--- src/rtl/dmem_pkg.sv ---
// Shared types and helpers for the data-memory controller: access size
// encoding, the response FSM states, the registered response context and
// the alignment / lane-mask rules used when a request is accepted.
package dmem_pkg;

  localparam int NUM_LANES = 4;

  typedef enum logic [1:0] {
    SZ_BYTE = 2'b00,
    SZ_HALF = 2'b01,
    SZ_WORD = 2'b10,
    SZ_BAD  = 2'b11
  } size_e;

  typedef enum logic {
    ST_IDLE = 1'b0,
    ST_RESP = 1'b1
  } state_e;

  // Everything the response channel needs to remember about the request
  // that was accepted on the previous edge.
  typedef struct packed {
    logic       we;
    logic [1:0] size;
    logic       is_unsigned;
    logic [1:0] offset;
    logic       err;
  } rsp_ctx_t;

  // A half needs an even address, a word needs a word-aligned address and
  // the reserved size code is always rejected.
  function automatic logic is_misaligned(logic [1:0] size, logic [1:0] offset);
    logic bad;
    case (size)
      SZ_BYTE: bad = 1'b0;
      SZ_HALF: bad = offset[0];
      SZ_WORD: bad = |offset;
      default: bad = 1'b1;
    endcase
    return bad;
  endfunction

  // Byte lanes touched by an aligned access.
  function automatic logic [NUM_LANES-1:0] lane_mask(logic [1:0] size, logic [1:0] offset);
    logic [NUM_LANES-1:0] mask;
    case (size)
      SZ_BYTE: mask = 4'b0001 << offset;
      SZ_HALF: mask = offset[1] ? 4'b1100 : 4'b0011;
      SZ_WORD: mask = 4'b1111;
      default: mask = 4'b0000;
    endcase
    return mask;
  endfunction

endpackage

--- src/rtl/dmem_load_fmt.sv ---
// Load formatter: picks the addressed lanes out of the raw bank word,
// moves them down to bit 0 and sign- or zero-extends them to 32 bits.
module dmem_load_fmt
  import dmem_pkg::*;
(
  input  logic [31:0] bank_rdata,
  input  logic [1:0]  offset,
  input  logic [1:0]  size,
  input  logic        is_unsigned,
  output logic [31:0] load_data
);

  logic [31:0] shifted;
  logic        byte_sign;
  logic        half_sign;

  // Bring the addressed byte lane down to bit 0 (offset counts bytes).
  always_comb begin
    shifted   = bank_rdata >> {offset, 3'b000};
    byte_sign = ~is_unsigned & shifted[7];
    half_sign = ~is_unsigned & shifted[15];
  end

  // Extend the selected field according to the access size.
  always_comb begin
    load_data = 32'h0;
    case (size)
      SZ_BYTE: load_data = {{24{byte_sign}}, shifted[7:0]};
      SZ_HALF: load_data = {{16{half_sign}}, shifted[15:0]};
      SZ_WORD: load_data = bank_rdata;
      default: load_data = 32'h0;
    endcase
  end

endmodule

--- src/rtl/dmem_ctrl.sv ---
// CPU-side controller for four byte-wide data banks. Requests are accepted
// over valid/ready, bank strobes are driven combinationally in the
// acceptance cycle, and one response per request comes back the next cycle.
// A stalled response blocks new acceptances, so no bank read is issued while
// it waits and the banks keep bank_rdata stable without a local buffer.
module dmem_ctrl
  import dmem_pkg::*;
#(
  parameter int ADDR_W  = 17,
  parameter int BANK_AW = ADDR_W - 2
) (
  input  logic               clk,
  input  logic               rst,
  input  logic               req_valid,
  output logic               req_ready,
  input  logic               req_we,
  input  logic [1:0]         req_size,
  input  logic               req_unsigned,
  input  logic [ADDR_W-1:0]  req_addr,
  input  logic [31:0]        req_wdata,
  output logic               rsp_valid,
  input  logic               rsp_ready,
  output logic [31:0]        rsp_rdata,
  output logic               rsp_err,
  output logic [BANK_AW-1:0] bank_addr,
  output logic [3:0]         bank_re,
  output logic [3:0]         bank_we,
  output logic [31:0]        bank_wdata,
  input  logic [31:0]        bank_rdata
);

  state_e               state;
  state_e               state_nxt;
  rsp_ctx_t             ctx;
  logic                 accept;
  logic [1:0]           req_offset;
  logic                 req_err;
  logic [NUM_LANES-1:0] req_mask;
  logic [31:0]          fmt_data;

  assign req_offset = req_addr[1:0];
  assign bank_addr  = req_addr[ADDR_W-1:2];

  // Handshake: ready whenever the response slot is free or being drained,
  // never while reset is asserted.
  always_comb begin
    req_ready  = ~rst & ((state == ST_IDLE) | rsp_ready);
    accept     = req_valid & req_ready;
    req_err    = is_misaligned(req_size, req_offset);
    req_mask   = lane_mask(req_size, req_offset);
  end

  // Bank strobes only for accepted, aligned requests; misaligned ones never
  // reach the banks.
  always_comb begin
    bank_re = 4'b0000;
    bank_we = 4'b0000;
    if (accept && !req_err) begin
      if (req_we) begin
        bank_we = req_mask;
      end else begin
        bank_re = req_mask;
      end
    end
  end

  // Store data is replicated across lanes so the write enables alone pick
  // the destination bytes.
  always_comb begin
    bank_wdata = req_wdata;
    case (req_size)
      SZ_BYTE: bank_wdata = {4{req_wdata[7:0]}};
      SZ_HALF: bank_wdata = {2{req_wdata[15:0]}};
      default: bank_wdata = req_wdata;
    endcase
  end

  // Response FSM state register.
  always_ff @(posedge clk) begin
    if (rst) begin
      state <= ST_IDLE;
    end else begin
      state <= state_nxt;
    end
  end

  // Next-state: an acceptance always leads to RESP; a drained response with
  // nothing new behind it returns to IDLE; a stalled response holds.
  always_comb begin
    state_nxt = state;
    case (state)
      ST_IDLE: begin
        if (accept) begin
          state_nxt = ST_RESP;
        end
      end
      ST_RESP: begin
        if (rsp_ready && !accept) begin
          state_nxt = ST_IDLE;
        end
      end
      default: state_nxt = ST_IDLE;
    endcase
  end

  // Capture the request context on acceptance; it stays frozen while the
  // response is stalled because no acceptance can happen then.
  always_ff @(posedge clk) begin
    if (rst) begin
      ctx <= '0;
    end else if (accept) begin
      ctx.we          <= req_we;
      ctx.size        <= req_size;
      ctx.is_unsigned <= req_unsigned;
      ctx.offset      <= req_offset;
      ctx.err         <= req_err;
    end
  end

  dmem_load_fmt u_load_fmt (
    .bank_rdata  (bank_rdata),
    .offset      (ctx.offset),
    .size        (ctx.size),
    .is_unsigned (ctx.is_unsigned),
    .load_data   (fmt_data)
  );

  // Response outputs: data only for successful loads, zero otherwise.
  always_comb begin
    rsp_valid = (state == ST_RESP);
    rsp_err   = rsp_valid & ctx.err;
    rsp_rdata = 32'h0;
    if (rsp_valid && !ctx.we && !ctx.err) begin
      rsp_rdata = fmt_data;
    end
  end

endmodule

--- config.mk ---
export PLATFORM = sky130hd
export DESIGN_NAME = dmem_ctrl
export DESIGN_NICKNAME = d
export VERILOG_FILES = /design/src/rtl/dmem_pkg.sv /design/src/rtl/dmem_load_fmt.sv /design/src/rtl/dmem_ctrl.sv
export SDC_FILE = /design/constraint.sdc
export NUM_CORES = 1
export LEC_CHECK = 0
export CAP_MARGIN = 20
export CORE_MARGIN = 1.5
export CORE_UTILIZATION = 33
export CTS_CLUSTER_SIZE = 24
export DETAILED_ROUTE_END_ITERATION = 16
export PLACE_DENSITY = 0.89
export SYNTH_ARGS = -nofsm -noshare
export SYNTH_HDL_FRONTEND = slang
export SYNTH_SLANG_ARGS = --single-unit
--- constraint.sdc ---
create_clock -name clk -period 4.65 [get_ports clk]
set_input_delay 0.465 -clock clk [delete_from_list [all_inputs] [get_ports clk]]
set_output_delay 0.465 -clock clk [all_outputs]
set_load 0.01 [all_outputs]
==> results.cfg <==
[status]
outcome = finished, final reports clean

[grt]
grtUsageTotal_pct = 22.9
antenna_found_initial = 0
grt_pass1_vias = 2262
grt_max_degree = 34
grt_first_pass_wirelength_um = 11000
grt_overflow = 0

[synth]
synth-edff-count = 0
synthSimpleGateAreaFrac_pct = 18.5
synth_compound_area_share_pct = 23.5
synth-seq-cells = 8
synth_top_cell_area_share_pct = 15.1
yosysUniqueCellTypes = 38
syn_nets = 321
async_reset_ff_share_pct = 0
syn_area_um2 = 1800
yosysWarnings = 0
syn_area_per_cell_um2 = 7.74
synth_top_family_by_area = multiplexers
synth_seq_area_share_pct = 8.92
synth-xor-area-share_pct = 0.976
syn_inst = 232
yosys-top-cells-area = mux2_2 15%, buf_4 9.6%, dfxtp_1 8.9%
ys.flop_type = dfxtp_1
yosysTopAreaCell = mux2_2
synthAdderAreaFrac_pct = 0
synth.area.mux_share_pct = 32.8

[clock_network]
postCtsSetupRepairBufs = 0
cts_buffers = 3
cts_buffer_depth = 2
numClockSinks = 8
cts-resized-gates = 0
worstSkewPairLatency_ns = 0.23
cts_tree = yes
cts-hold-fix-buffers = 0
clkTransAtPathRegs_ns = 0.04
clockRootBuffer = clkbuf_8
htreeDepth = 1

[sta]
final_hold_viol_count = 0
setup_viol = 0
drv_slew = 0
clock.fmax_mhz = 257
tns_ns = 0
fin_crit_ns = 3.89
fin_crit_sh_pct = 83.7
rsz0062_at_grt = false
worst_pin_slew_ns = 0.975
fin_skew_ns = 0.000561
relSlewSlack_pct = 34.9

[finish]
finalNonFillerCells = 414
finish.utilization_pct = 61.3
fill_cells = 439
design_area_um2 = 3170
drive_above_1_share_pct = 10.8
area_delta_synth_final_pct = 76.6
num_antenna_cells = 0
nNetsFinal = 435

[worst_setup_path]
cp.required_ns = 4.18
rrSetupSlack_ns = 3.31
endpoint_kind = output port
cp-start-kind = flop
path_max_fanout = 21
critical_path_class = flop to output port
timing.rr.end = ctx[1]
ff2ff_path_depth = 2
r2r_start = ctx[1]
arrival_ns = 3.43

[routing]
via_per_inst = 5.42
finalWirelength_um = 6800
routedWlPerCell_um = 16.4
vias = 2243
ant_nets = 0
drt-pass1-iter-count = 4
drtIter0Drc = 101
drc = 0

[power]
irDropWorstVdd_mv = 0.0918
leakage_nw = 1.26
power_density_nw_per_um2 = 152

[job]
maxCapViolations = 0

[placement]
io_buffers = 148
dpl_cell_area_um2 = 3130
dp_cells = 411
place_congestion = 0.759
place_hpwl_um = 5410

[floorplanning]
core_um2 = 5170
die_h_um = 76.8
ioPinCount = 179
rows = 26
dieArea_um2 = 5890
start_util_pct = 34.7
fp.dieW_um = 76.8

[min_path]
min_from = ctx[6]
hold_end = ctx[6]
hp-class = flop to flop
whs_path_depth = 2
==> sequential cells by signal, indices dropped and copies added (netlist names) <==
name and cells:
ctx 7, rsp_valid 1
==> cells in the mapped netlist (all sizes together) (2+ instances only) <==
cell type,count
dfxtp,8
o31ai,2
a21o,16
mux2i,12
buf,27
xor2,2
nand2b,4
clkbuf,16
nor3,6
nor3b,2
o211ai,2
a31oi,7
o21ai,12
a22oi,14
a21oi,4
nand2,27
nor2,20
nand3,3
mux2,24
mux4,8
inv,2
==> worst max-delay path by stage <==
stage	depth (start not counted)	to	slack, ns	startpoint
2_1_floorplan	5	rsp_rdata[21]	2.44	ctx[2]
3_3_place_gp	5	rsp_rdata[23]	1.17	ctx[1]
3_5_place_dp	5	rsp_rdata[23]	0.99	ctx[1]
4_1_cts	5	rsp_rdata[23]	0.75	ctx[1]
5_1_grt	5	rsp_rdata[30]	0.46	ctx[1]
6_report	5	rsp_rdata[27]	0.76	ctx[1]
==> per-stage QoR <==
step / worst slack [ns] / total power, W / hold WS (ns)
detailed placement: 0.992 / 0.000397 / 0.475
global placement: 1.17 / 0.000390 / 0.450
finish: 0.758 / 0.000483 / 0.477
global route: 0.460 / 0.000509 / 0.517
CTS: 0.748 / 0.000485 / 0.478
floorplan: 2.44 / 0.000242 / 0.436
==> layer usage <==
layer	GRT usage, %	wire length [um]	up-vias	part of all wire [%]
met5	0	0	-	0
met4	7.41	119	0	1.7
met3	4.64	444	13	6.5
met2	43.5	3670	101	54
met1	24.8	2570	1068	38
li1	-	-	1061	-
==> cells by family (layout without fill, tap and decap cells) <==
group | count (synthesis) | count (layout)
AND/OR/NAND/NOR | 70 | 70
flip-flops | 8 | 8
multiplexers | 44 | 44
XOR/XNOR | 2 | 2
buffers and inverters | 46 | 158
AO/OA/AOI/OAI | 62 | 62
==> area by class of cell <==
| cell class | instances | area [um2] | area share, % |
|---|---|---|---|
| inverter | 3 | 11.3 | 0.355 |
| tap | 70 | 87.6 | 2.76 |
| timing repair buffer | 152 | 1510 | 47.6 |
| sequential | 8 | 160 | 5.05 |
| clock buffer | 3 | 41.3 | 1.30 |
| multi-input combinational | 178 | 1360 | 42.9 |
==> critical path: stages, from the launching register on <==
cell             delay [ns]
dfxtp_1                0.96
mux2i_1                0.26
mux4_2                 0.53
nor4_4                 0.74
a21o_1                 0.16
clkdlybuf4s50_1        0.54
==> power breakdown <==
group / total (W) / switching, W / internal, W
Combinational: 0.000309 / 0.000122 / 0.000187
Clock: 0.0000864 / 0.0000300 / 0.0000563
Sequential: 0.0000880 / 0.0000139 / 0.0000741
Total: 0.000483 / 0.000166 / 0.000318
==> cell usage in the layout, fill, tap and decap left out, drive strengths merged <==
cell,n
a211o,1
a21o,16
a21oi,4
a221oi,1
a22oi,14
a2bb2oi,1
a31o,1
a31oi,7
and2,1
and3,1
buf,4
clkbuf,3
clkdlybuf4s50,148
clkinv,1
dfxtp,8
inv,2
mux2,24
mux2i,12
mux4,8
nand2,27
nand2b,4
nand3,3
nor2,20
nor2b,1
nor3,6
nor3b,2
nor4,1
nor4b,1
nor4bb,1
o211ai,2
o21ai,12
o21bai,1
o31ai,2
or2,1
or3,1
xor2,2
Note: power is estimated with default switching activity, not from simulation.
